<file path="src/rtl/mem_arbiter_if.sv">
// mem_arbiter_if: bundle of the two requester channels (instruction fetch and
// data load/store) and the single RAM port handled by mem_arbiter.
//   slave  : arbiter view  (takes requests + RAM read data, drives grants,
//            responses and the RAM command)
//   master : environment view (requesters plus the RAM itself)
interface mem_arbiter_if #(
    parameter int RAM_AW = 10
);
    // instruction fetch channel
    logic              i_req;
    logic [31:0]       i_addr;
    logic              i_gnt;
    logic              i_rvalid;
    logic [31:0]       i_rdata;
    // data load/store channel
    logic              d_req;
    logic              d_we;
    logic [31:0]       d_addr;
    logic [2:0]        d_funct3;
    logic [31:0]       d_wdata;
    logic              d_gnt;
    logic              d_rvalid;
    logic [31:0]       d_rdata;
    logic              d_err;
    // RAM port
    logic [RAM_AW-1:0] m_addr;
    logic [3:0]        m_be;
    logic [31:0]       m_wdata;
    logic              m_we;
    logic [31:0]       m_rdata;

    modport slave (
        input  i_req, i_addr, d_req, d_we, d_addr, d_funct3, d_wdata, m_rdata,
        output i_gnt, i_rvalid, i_rdata, d_gnt, d_rvalid, d_rdata, d_err,
               m_addr, m_be, m_wdata, m_we
    );

    modport master (
        output i_req, i_addr, d_req, d_we, d_addr, d_funct3, d_wdata, m_rdata,
        input  i_gnt, i_rvalid, i_rdata, d_gnt, d_rvalid, d_rdata, d_err,
               m_addr, m_be, m_wdata, m_we
    );
endinterface

</file>
<file path="src/rtl/mem_arbiter.sv">
// mem_arbiter: round-robin arbiter sharing one synchronous byte-enable RAM
// port between an instruction-fetch requester and a data load/store requester.
// A grant is issued every cycle a request is present; the RAM answers one
// cycle later, when a one-entry response register routes (and for loads,
// extracts/extends) the read data to the owner of that grant.
// Ports:
//   clk  - clock, rising edge
//   rst  - asynchronous active-high reset
//   bus  - mem_arbiter_if.slave: i_* fetch channel, d_* data channel
//          (funct3 in RISC-V encoding), m_* RAM port
module mem_arbiter #(
    parameter int RAM_AW = 10
) (
    input  logic          clk,
    input  logic          rst,
    mem_arbiter_if.slave  bus
);

    // ---------------- arbitration ----------------
    // last_d: 1 when data won the most recent grant. Reset value 0 makes data
    // the winner of the first contention.
    logic last_d;
    logic gnt_i, gnt_d;

    always_comb begin
        gnt_d = 1'b0;
        gnt_i = 1'b0;
        if (!rst) begin
            gnt_d = bus.d_req & (~bus.i_req | ~last_d);
            gnt_i = bus.i_req & ~gnt_d;
        end
    end

    assign bus.i_gnt = gnt_i;
    assign bus.d_gnt = gnt_d;

    // ---------------- data request decode ----------------
    logic [1:0]  off;
    logic        acc_err;
    logic [3:0]  st_be;
    logic [31:0] st_data;

    assign off = bus.d_addr[1:0];

    always_comb begin
        acc_err = 1'b0;
        case (bus.d_funct3)
            3'b000, 3'b100: acc_err = 1'b0;
            3'b001, 3'b101: acc_err = off[0];
            3'b010:         acc_err = (off != 2'b00);
            default:        acc_err = 1'b1;   // 011, 110, 111
        endcase
    end

    // Stores replicate the narrow datum across the word so the byte enables
    // alone select which lanes the RAM takes.
    always_comb begin
        st_be   = 4'b1111;
        st_data = bus.d_wdata;
        case (bus.d_funct3[1:0])
            2'b00: begin
                st_be   = 4'b0001 << off;
                st_data = {4{bus.d_wdata[7:0]}};
            end
            2'b01: begin
                st_be   = 4'b0011 << off;
                st_data = {2{bus.d_wdata[15:0]}};
            end
            default: begin
                st_be   = 4'b1111;
                st_data = bus.d_wdata;
            end
        endcase
    end

    logic wr_en;
    assign wr_en       = gnt_d & bus.d_we & ~acc_err;
    assign bus.m_we    = wr_en;
    assign bus.m_be    = wr_en ? st_be : 4'b0000;
    assign bus.m_wdata = wr_en ? st_data : 32'h0;
    // Upper address bits are dropped: accesses wrap modulo the RAM size.
    assign bus.m_addr  = gnt_d ? bus.d_addr[RAM_AW+1:2] : bus.i_addr[RAM_AW+1:2];

    // ---------------- response register ----------------
    logic       rsp_vld;
    logic       rsp_d;      // owner: 1 = data, 0 = fetch
    logic [2:0] rsp_f3;
    logic [1:0] rsp_off;
    logic       rsp_err;
    logic       rsp_we;

    always_ff @(posedge clk or posedge rst) begin
        if (rst) begin
            last_d  <= 1'b0;
            rsp_vld <= 1'b0;
            rsp_d   <= 1'b0;
            rsp_f3  <= 3'b000;
            rsp_off <= 2'b00;
            rsp_err <= 1'b0;
            rsp_we  <= 1'b0;
        end else begin
            if (gnt_i | gnt_d)
                last_d <= gnt_d;
            rsp_vld <= gnt_i | gnt_d;
            rsp_d   <= gnt_d;
            rsp_f3  <= bus.d_funct3;
            rsp_off <= off;
            rsp_err <= gnt_d & acc_err;
            rsp_we  <= gnt_d & bus.d_we;
        end
    end

    // ---------------- load extraction ----------------
    logic [31:0] sh_word;
    logic [31:0] ld_data;

    assign sh_word = bus.m_rdata >> {rsp_off, 3'b000};

    always_comb begin
        ld_data = 32'h0;
        case (rsp_f3)
            3'b000:  ld_data = {{24{sh_word[7]}}, sh_word[7:0]};
            3'b001:  ld_data = {{16{sh_word[15]}}, sh_word[15:0]};
            3'b010:  ld_data = bus.m_rdata;
            3'b100:  ld_data = {24'h0, sh_word[7:0]};
            3'b101:  ld_data = {16'h0, sh_word[15:0]};
            default: ld_data = 32'h0;
        endcase
    end

    logic i_rv, d_rv;
    assign i_rv = rsp_vld & ~rsp_d;
    assign d_rv = rsp_vld & rsp_d;

    assign bus.i_rvalid = i_rv;
    assign bus.i_rdata  = i_rv ? bus.m_rdata : 32'h0;
    assign bus.d_rvalid = d_rv;
    assign bus.d_err    = d_rv & rsp_err;
    // Stores and faulting accesses answer with zero data.
    assign bus.d_rdata  = (d_rv & ~rsp_err & ~rsp_we) ? ld_data : 32'h0;

    logic unused;
    assign unused = ^{bus.i_addr[31:RAM_AW+2], bus.i_addr[1:0], bus.d_addr[31:RAM_AW+2]};

endmodule
</file>
<file path="src/flat_wrapper.sv">
// flat-port wrapper written by rule: the top's interface ports become plain ports
module mem_arbiter_flat 
#(
    parameter int RAM_AW = 10
)
  (clk, rst, bus_i_req, bus_i_addr, bus_d_req, bus_d_we, bus_d_addr, bus_d_funct3, bus_d_wdata, bus_m_rdata, bus_i_gnt, bus_i_rvalid, bus_i_rdata, bus_d_gnt, bus_d_rvalid, bus_d_rdata, bus_d_err, bus_m_addr, bus_m_be, bus_m_wdata, bus_m_we);
  mem_arbiter_if #(.RAM_AW(RAM_AW)) bus_i ();
  input  logic clk;
  input  logic rst;
  input wire logic [$bits(bus_i.i_req)-1:0] bus_i_req;
  input wire logic [$bits(bus_i.i_addr)-1:0] bus_i_addr;
  input wire logic [$bits(bus_i.d_req)-1:0] bus_d_req;
  input wire logic [$bits(bus_i.d_we)-1:0] bus_d_we;
  input wire logic [$bits(bus_i.d_addr)-1:0] bus_d_addr;
  input wire logic [$bits(bus_i.d_funct3)-1:0] bus_d_funct3;
  input wire logic [$bits(bus_i.d_wdata)-1:0] bus_d_wdata;
  input wire logic [$bits(bus_i.m_rdata)-1:0] bus_m_rdata;
  output wire logic [$bits(bus_i.i_gnt)-1:0] bus_i_gnt;
  output wire logic [$bits(bus_i.i_rvalid)-1:0] bus_i_rvalid;
  output wire logic [$bits(bus_i.i_rdata)-1:0] bus_i_rdata;
  output wire logic [$bits(bus_i.d_gnt)-1:0] bus_d_gnt;
  output wire logic [$bits(bus_i.d_rvalid)-1:0] bus_d_rvalid;
  output wire logic [$bits(bus_i.d_rdata)-1:0] bus_d_rdata;
  output wire logic [$bits(bus_i.d_err)-1:0] bus_d_err;
  output wire logic [$bits(bus_i.m_addr)-1:0] bus_m_addr;
  output wire logic [$bits(bus_i.m_be)-1:0] bus_m_be;
  output wire logic [$bits(bus_i.m_wdata)-1:0] bus_m_wdata;
  output wire logic [$bits(bus_i.m_we)-1:0] bus_m_we;
  assign bus_i.i_req = bus_i_req;
  assign bus_i.i_addr = bus_i_addr;
  assign bus_i.d_req = bus_d_req;
  assign bus_i.d_we = bus_d_we;
  assign bus_i.d_addr = bus_d_addr;
  assign bus_i.d_funct3 = bus_d_funct3;
  assign bus_i.d_wdata = bus_d_wdata;
  assign bus_i.m_rdata = bus_m_rdata;
  assign bus_i_gnt = bus_i.i_gnt;
  assign bus_i_rvalid = bus_i.i_rvalid;
  assign bus_i_rdata = bus_i.i_rdata;
  assign bus_d_gnt = bus_i.d_gnt;
  assign bus_d_rvalid = bus_i.d_rvalid;
  assign bus_d_rdata = bus_i.d_rdata;
  assign bus_d_err = bus_i.d_err;
  assign bus_m_addr = bus_i.m_addr;
  assign bus_m_be = bus_i.m_be;
  assign bus_m_wdata = bus_i.m_wdata;
  assign bus_m_we = bus_i.m_we;
  mem_arbiter #(.RAM_AW(RAM_AW)) u_core (.clk(clk), .rst(rst), .bus(bus_i));
endmodule
</file>
<file path="config.mk">
export PLATFORM = sky130hd
export DESIGN_NAME = mem_arbiter_flat
export DESIGN_NICKNAME = d
export VERILOG_FILES = /design/src/rtl/mem_arbiter_if.sv /design/src/rtl/mem_arbiter.sv /design/src/flat_wrapper.sv
export SDC_FILE = /design/constraint.sdc
export NUM_CORES = 1
export LEC_CHECK = 0
export CORE_AREA = 8 8 91 93
export CTS_CLUSTER_SIZE = 24
export DETAILED_ROUTE_END_ITERATION = 7
export DIE_AREA = 0 0 99 101
export DONT_BUFFER_PORTS = 1
export HOLD_SLACK_MARGIN = 0.08
export MAX_ROUTING_LAYER = met4
export PLACE_DENSITY = 0.48
export REMOVE_ABC_BUFFERS = 1
export SYNTH_ARGS = -nofsm -noshare
export SYNTH_HDL_FRONTEND = slang
export SYNTH_SLANG_ARGS = --single-unit
</file>
<file path="constraint.sdc">
create_clock -name clk -period 2.5 [get_ports clk]
set_clock_uncertainty 0.15 [all_clocks]
set_input_delay 0.5 -clock clk [delete_from_list [all_inputs] [get_ports clk]]
set_output_delay 0.5 -clock clk [all_outputs]
set_load 0.005 [all_outputs]
</file>
==> results of run 1 <==
## cell usage in the layout (no fill, tap or decap), types with 3 or more instances in the layout
master | Yosys | routed
nand2_1 | 55 | 54
a21o_1 | 18 | 18
inv_2 | 3 | 3
a21oi_2 | 1 | 9
inv_1 | 4 | 4
clkbuf_8 | 0 | 4
a22oi_1 | 8 | 8
nor2_1 | 41 | 41
dfrtp_1 | 10 | 7
a32oi_1 | 7 | 7
o2bb2ai_1 | 7 | 7
mux2i_1 | 31 | 31
nor2b_1 | 4 | 3
and2_1 | 41 | 41
o21ai_0 | 11 | 11
buf_4 | 0 | 19
dfrtp_2 | 0 | 3
a21oi_1 | 28 | 20
## how the worst min path moves through the flow
| stage | from | to | slack [ns] | cells after the start |
|---|---|---|---|---|
| final | bus_d_addr[1] | u_core.rsp_off[1] | 0.15 | 0 |
| after global routing | bus_d_addr[1] | u_core.rsp_off[1] | 0.13 | 0 |
| after CTS | bus_d_addr[1] | u_core.rsp_off[1] | 0.14 | 0 |
| after detailed placement | rst | u_core.rsp_vld | 0.24 | 1 |
| after global placement | rst | u_core.rsp_vld | 0.24 | 1 |
| after floorplan | rst | u_core.last_d | 0.20 | 1 |
## per-stage QoR
step,cells,area (µm²),hold WS [ns],util,total power [mW]
3_5_place_dp,393,2227,0.2418,0.3208,0.4461
3_3_place_gp,393,2227,0.2360,0.3208,0.4435
2_1_floorplan,290,1952,0.1984,-,0.3800
5_1_grt,398,2341,0.1301,0.3372,0.6951
6_report,398,2341,0.1504,0.3372,0.6405
4_1_cts,398,2297,0.1438,0.3309,0.6459
## registers in the layout, indices dropped and copies added, names as in the netlist
signal and flops:
u_core.rsp_we 1, u_core.rsp_vld 1, u_core.rsp_err 1, u_core.rsp_d 1
u_core.rsp_f3 3, u_core.rsp_off 2, u_core.last_d 1
## final cells by class
class | instances | area [µm²] | share of cell area
clock buffer | 4 | 55.05 | 0.02352
inverter | 7 | 26.28 | 0.01122
multi-input combinational | 273 | 1719 | 0.7344
sequential | 10 | 254.0 | 0.1085
tap | 82 | 102.6 | 0.04383
timing repair buffer | 22 | 183.9 | 0.07857
## power breakdown
part,switching (mW),internal (mW),total [mW],leakage (nW)
Clock,0.0557,0.138,0.193,0.0288
Combinational,0.142,0.116,0.258,0.989
Sequential,0.0148,0.174,0.189,0.120
Total,0.213,0.428,0.640,1.14
## cell families after synthesis
| family | synth area share |
|---|---|
| mux | 0.1593 |
| xor+xnor | 0.004192 |
| flops | 0.1198 |
| buf+inv | 0.07843 |
| compound gates | 0.2802 |
| simple gates | 0.3581 |
## layer usage
metal  vias up  global-route usage  wire length [µm]
li1       1082                   -                 -
met1      1063              0.1663              3186
met2       152              0.2812              4011
met3         2             0.04627              1049
met4         0             0.01771                 8
met5         -                   -                 0
## timing repair
action                                 in CTS  in global routing
resized for setup                           2                 13
hold buffers                                1                  0
setup buffers                               0                  0
pin swaps                                   0                  3
endpoints found under the hold margin      10                  0
setup endpoints to repair                  24                 24
## worst reg2reg max path, stage by stage, from the launching register on
cell and delay (ns):
dfrtp_1 0.37, a21o_1 0.16, inv_2 0.04, buf_4 0.17
and2_1 0.16
==> run metrics, run 1 <==
run status completed; Slew @ Worst Pin 0.3830 ns; synthesis-stage register bit count 10; Tcrit/Tclk final 0.9863; Cell Pwr Density ~270 nW/µm²; Syn. warnings 0; CP max stage cell dfrtp_2; Area growth syn-to-layout 12.04%; Die H 101 µm; vias post-DR 2299; Max-Cap Viols 0; Post-synth EDFFs 0; fillers 750; # diodes 0; IO Count 252; Syn Inst Count 317; total CTS buffers 3; clock latency at the later pin of the worst-skew pair between 0.2 and 0.25 ns; GR Util All Layers 0.1546; Port Buffer Count 0; Fmax 0.4056 GHz; RSZ-0062 raised after global routing yes; vias in the first global route 2374; Critical Path, Cell by Cell buf_6, nor4b_4, a21oi_2, a2111oi_4, buf_12, a21o_1; worst setup path endpoint bus_d_rdata[25]; nets@finish 453; starting DRC count in detailed routing 54; Final Hold Viols 0; die area 9999 µm²; drt drc 0; largest net degree at the start of global routing 38; post-route ant nets 0; CTS max path bufs 2; Reg2Reg Capture Point u_core.rsp_we; CP Class register to output port; CTS tree done; largest area contributor in the netlist mux2i_1; Synth async-reset ratio 1.000; share of the synthesized area in the top cell type 0.1485; Post-synth top cells nand2_1 (55), and2_1 (41), nor2_1 (41), mux2i_1 (31), a21oi_1 (28); initial core utilization 0.3010; CP endpoint kind output port; synth top area cells mux2i_1 (15%), and2_1 (12%), dfrtp_1 (12%), nand2_1 (9.9%), nor2_1 (7.4%); min setup slack post-route 0.03426 ns; Req. time, crit path 1.85 ns; ys flop type dfrtp_1; most common cell in the netlist nand2_1; Root Driver clkbuf_8; Wirelength per Cell slightly above 20 µm; Crit path depth 6; fin. max-slew vios 0; Die W 99 µm; CP max stage delay 0.44 ns; first-pass GRT wire length 12560 µm; Final TNS setup 0 ns; H-tree levels 1; DP Worst Slack 0.1368 ns; CTS sink count 10; Leak Pwr between 1 and 1.5 nW; DR vias/cell 5.776; sequential share of the synthesized area 0.1198; Cell Area, Synth 2090 µm²; clock period minus worst slack 2.466 ns; grt ovf 0; Worst path top cell family by delay compound AO/OA/AOI/OAI gates; row count 31; Core ar. 6943 µm²; R2R Setup Slk 1.35 ns; Post-Route WL 8255 µm; drt pass-1 iters 4; critical path arrival 1.82 ns; hold crit path type input port to register; Reg-to-Reg Start u_core.last_d; post-synth cell types 39; Worst R2R Path Depth 4; relative slew slack 0.7444; antenna violations before repair 0; synthesized area per cell 6.591 µm²; CP startpoint kind register; Peak VDD IR about 0.00014 V; Worst Setup SP u_core.rsp_off[1]; Crit Path Max Fanout 16; Post-DP HPWL 6854 µm; critical path buffer and inverter count 2; routability cong. about 0.8; Reg clk slew, reported paths 0.04 ns; setup violators final 0; layout cell share with drive strength beyond 1 0.1519
Note: power is estimated with default switching activity, not from simulation.
==> run 2: changes to the inputs <==
--- a/config.mk
+++ b/config.mk
@@ -5,14 +5,14 @@
 export SDC_FILE = /design/constraint.sdc
 export NUM_CORES = 1
 export LEC_CHECK = 0
-export CORE_AREA = 8 8 91 93
+export CORE_AREA = 2 2 99 101
 export CTS_CLUSTER_SIZE = 24
 export DETAILED_ROUTE_END_ITERATION = 7
-export DIE_AREA = 0 0 99 101
+export DIE_AREA = 0 0 101 103
 export DONT_BUFFER_PORTS = 1
 export HOLD_SLACK_MARGIN = 0.08
 export MAX_ROUTING_LAYER = met4
-export PLACE_DENSITY = 0.48
+export PLACE_DENSITY = 0.4
 export REMOVE_ABC_BUFFERS = 1
 export SYNTH_ARGS = -nofsm -noshare
 export SYNTH_HDL_FRONTEND = slang
==> constraint.sdc (replaced) <==
create_clock -name clk -period 2.59 [get_ports clk]
set_clock_uncertainty 0.15 [all_clocks]
set_input_delay 0.518 -clock clk [delete_from_list [all_inputs] [get_ports clk]]
set_output_delay 0.518 -clock clk [all_outputs]
set_load 0.005 [all_outputs]
==> run metrics, run 2 (synthesis results as in run 1) <==
run status completed; Req. time, crit path 1.92 ns (+0.07 ns); Post-DP HPWL 6176 µm (-9.9%); Cell Pwr Density 240.5 nW/µm² (-12%); Leak Pwr 1.205 nW (+5.9%); GR Util All Layers 0.1362 (-0.01837); Largest Register u_core.rsp_f3; Slew @ Worst Pin 0.3983 ns (+0.01532 ns); most frequent cells in the layout nand2_1 (55), nor2_1 (41), and2_1 (41); CTS sink count 10 (unchanged); initial core utilization 0.2209 (-0.08006); Sw Share 0.3415 (+0.009442); final core utilization 0.2620 (-0.07514); Int Power 0.3926 mW (-8.2%); first-pass GRT wire length 10960 µm (-13%); vias post-DR 2400 (+4.4%); Worst R2R Path Depth 4 (unchanged); # diodes 0 (unchanged); Die W 101 µm (+2.0%); grt ovf 0 (unchanged); setup violators final 0 (unchanged); Wirelength per Cell 18.52 µm (-11%); nets@finish 466 (+2.9%); CTS tree done; Reg2Reg Capture Point u_core.rsp_we; CTS max path bufs 2 (unchanged); HP Start bus_d_addr[1]; Sequential Power Share 0.305 (+0.010); H-tree levels 1 (unchanged); clock period minus worst slack 2.551 ns; fin. max-slew vios 0 (unchanged); relative slew slack 0.7342 (-0.01023); Tcrit/Tclk final 0.9850; layout cell share with drive strength beyond 1 0.1707 (+0.01883); clock share of power 0.253 (-0.049); IO Count 252 (unchanged); row count 36 (+16%); Power Total 0.5962 mW (-6.9%); Core ar. 9459 µm² (+36%); worst hold stages 0 (unchanged); post-route ant nets 0 (unchanged); Crit Path Max Fanout 8 (-8); CP Class register to output port; routability cong. 0.7800 (-0.65%); Peak VDD IR 0.0001080 V (-24%); commonest non-fill, non-tap cell in the layout nand2_1; Hold WS 0.1705 ns (+0.02011 ns); CP startpoint kind register; Root Driver clkbuf_8; vias in the first global route 2105 (-11%); Hold Path End u_core.rsp_off[1]; Post-Route WL 8185 µm (-0.85%); die area 10400 µm² (+4.0%); R2R Setup Slk 1.41 ns (+0.06 ns); Final Hold Viols 0 (unchanged); Gate power share 0.442 (+0.039); Die H 103 µm (+2.0%); Fmax ~0.39 GHz; antenna violations before repair 0 (unchanged); starting DRC count in detailed routing 41 (-24%); largest net degree at the start of global routing 38 (unchanged); Net Switching 0.2036 mW (-4.3%); biggest registers after layout u_core.rsp_f3 (3), u_core.rsp_off (2); total CTS buffers 3 (unchanged); DR vias/cell 5.430 (-6.0%); critical path arrival 1.88 ns (+0.06 ns); fillers 1076 (+43%); Reg clk slew, reported paths 0.04 ns (about the same); CP endpoint kind output port; drt drc 0 (unchanged); drt pass-1 iters 4 (unchanged); Area growth syn-to-layout 18.62%; hold crit path type input port to register; clock latency at the later pin of the worst-skew pair 0.23 ns (about the same); Reg-to-Reg Start u_core.last_d; Port Buffer Count 0 (unchanged); Max-Cap Viols 0 (unchanged); max reg flops 3 (unchanged); RSZ-0062 raised after global routing yes
## run 2: metrics by stage
stage	cells	setup TNS, ns	area [µm²]	setup slack, ns
2_1_floorplan	290	-4.225	1952	-0.2185
3_3_place_gp	426	0	2275	0.1561
3_5_place_dp	426	0	2275	0.1564
4_1_cts	430	0	2335	0.001132
5_1_grt	442	-0.8140	2479	-0.05350
6_report	442	0	2479	0.03889
## run 2: layout make-up
class	instances	area, µm²	area share
multi-input combinational	273	1712	0.6906
timing repair buffer	35	302.8	0.1222
sequential	10	254.0	0.1025
tap	114	142.6	0.05755
clock buffer	3	41.29	0.01666
inverter	7	26.28	0.01060
## run 2: power by group through the flow
stage	registers [mW]	logic, mW	clock network, mW
after detailed placement	0.184	0.244	0
after CTS	0.183	0.247	0.155
after floorplan	0.187	0.180	0
after global routing	0.183	0.298	0.166
final	0.182	0.264	0.151
after global placement	0.184	0.243	0
## run 2: metal layers
| layer | GRT usage | wire length, µm | vias to the layer above |
|---|---|---|---|
| li1 | - | - | 1112 |
| met1 | 0.1547 | 3306 | 1124 |
| met2 | 0.2554 | 4140 | 160 |
| met3 | 0.02169 | 698 | 4 |
| met4 | 0.02287 | 39 | 0 |
| met5 | - | 0 | - |
## run 2: how the worst max path moves through the flow
stage / start / endpoint / slack (ns) / depth (start not counted)
3_3_place_gp: u_core.rsp_off[1] / bus_d_rdata[12] / 0.16 / 4
5_1_grt: u_core.rsp_off[1] / bus_d_rdata[16] / -0.05 / 7
3_5_place_dp: u_core.rsp_off[1] / bus_d_rdata[12] / 0.16 / 4
4_1_cts: u_core.rsp_off[1] / bus_d_rdata[18] / 0.001 / 6
2_1_floorplan: rst / bus_m_wdata[0] / -0.22 / 6
6_report: u_core.rsp_off[1] / bus_d_rdata[10] / 0.04 / 5
## run 2: what timing repair did
| item | in CTS | in global routing |
|---|---|---|
| hold buffers | 1 | 0 |
| endpoints found under the setup margin | 20 | 16 |
| resized for setup | 3 | 10 |
| hold endpoints to repair | 10 | 0 |
| setup buffers | 0 | 11 |
| pin swaps | 0 | 3 |
| gates cloned | 0 | 1 |
## run 2: worst max-delay path: stages, from the launching register on
cell and delay (ns):
dfrtp_2 0.43, buf_4 0.15, mux2_2 0.26, mux2i_1 0.09, or4_4 0.52, a21oi_1 0.21
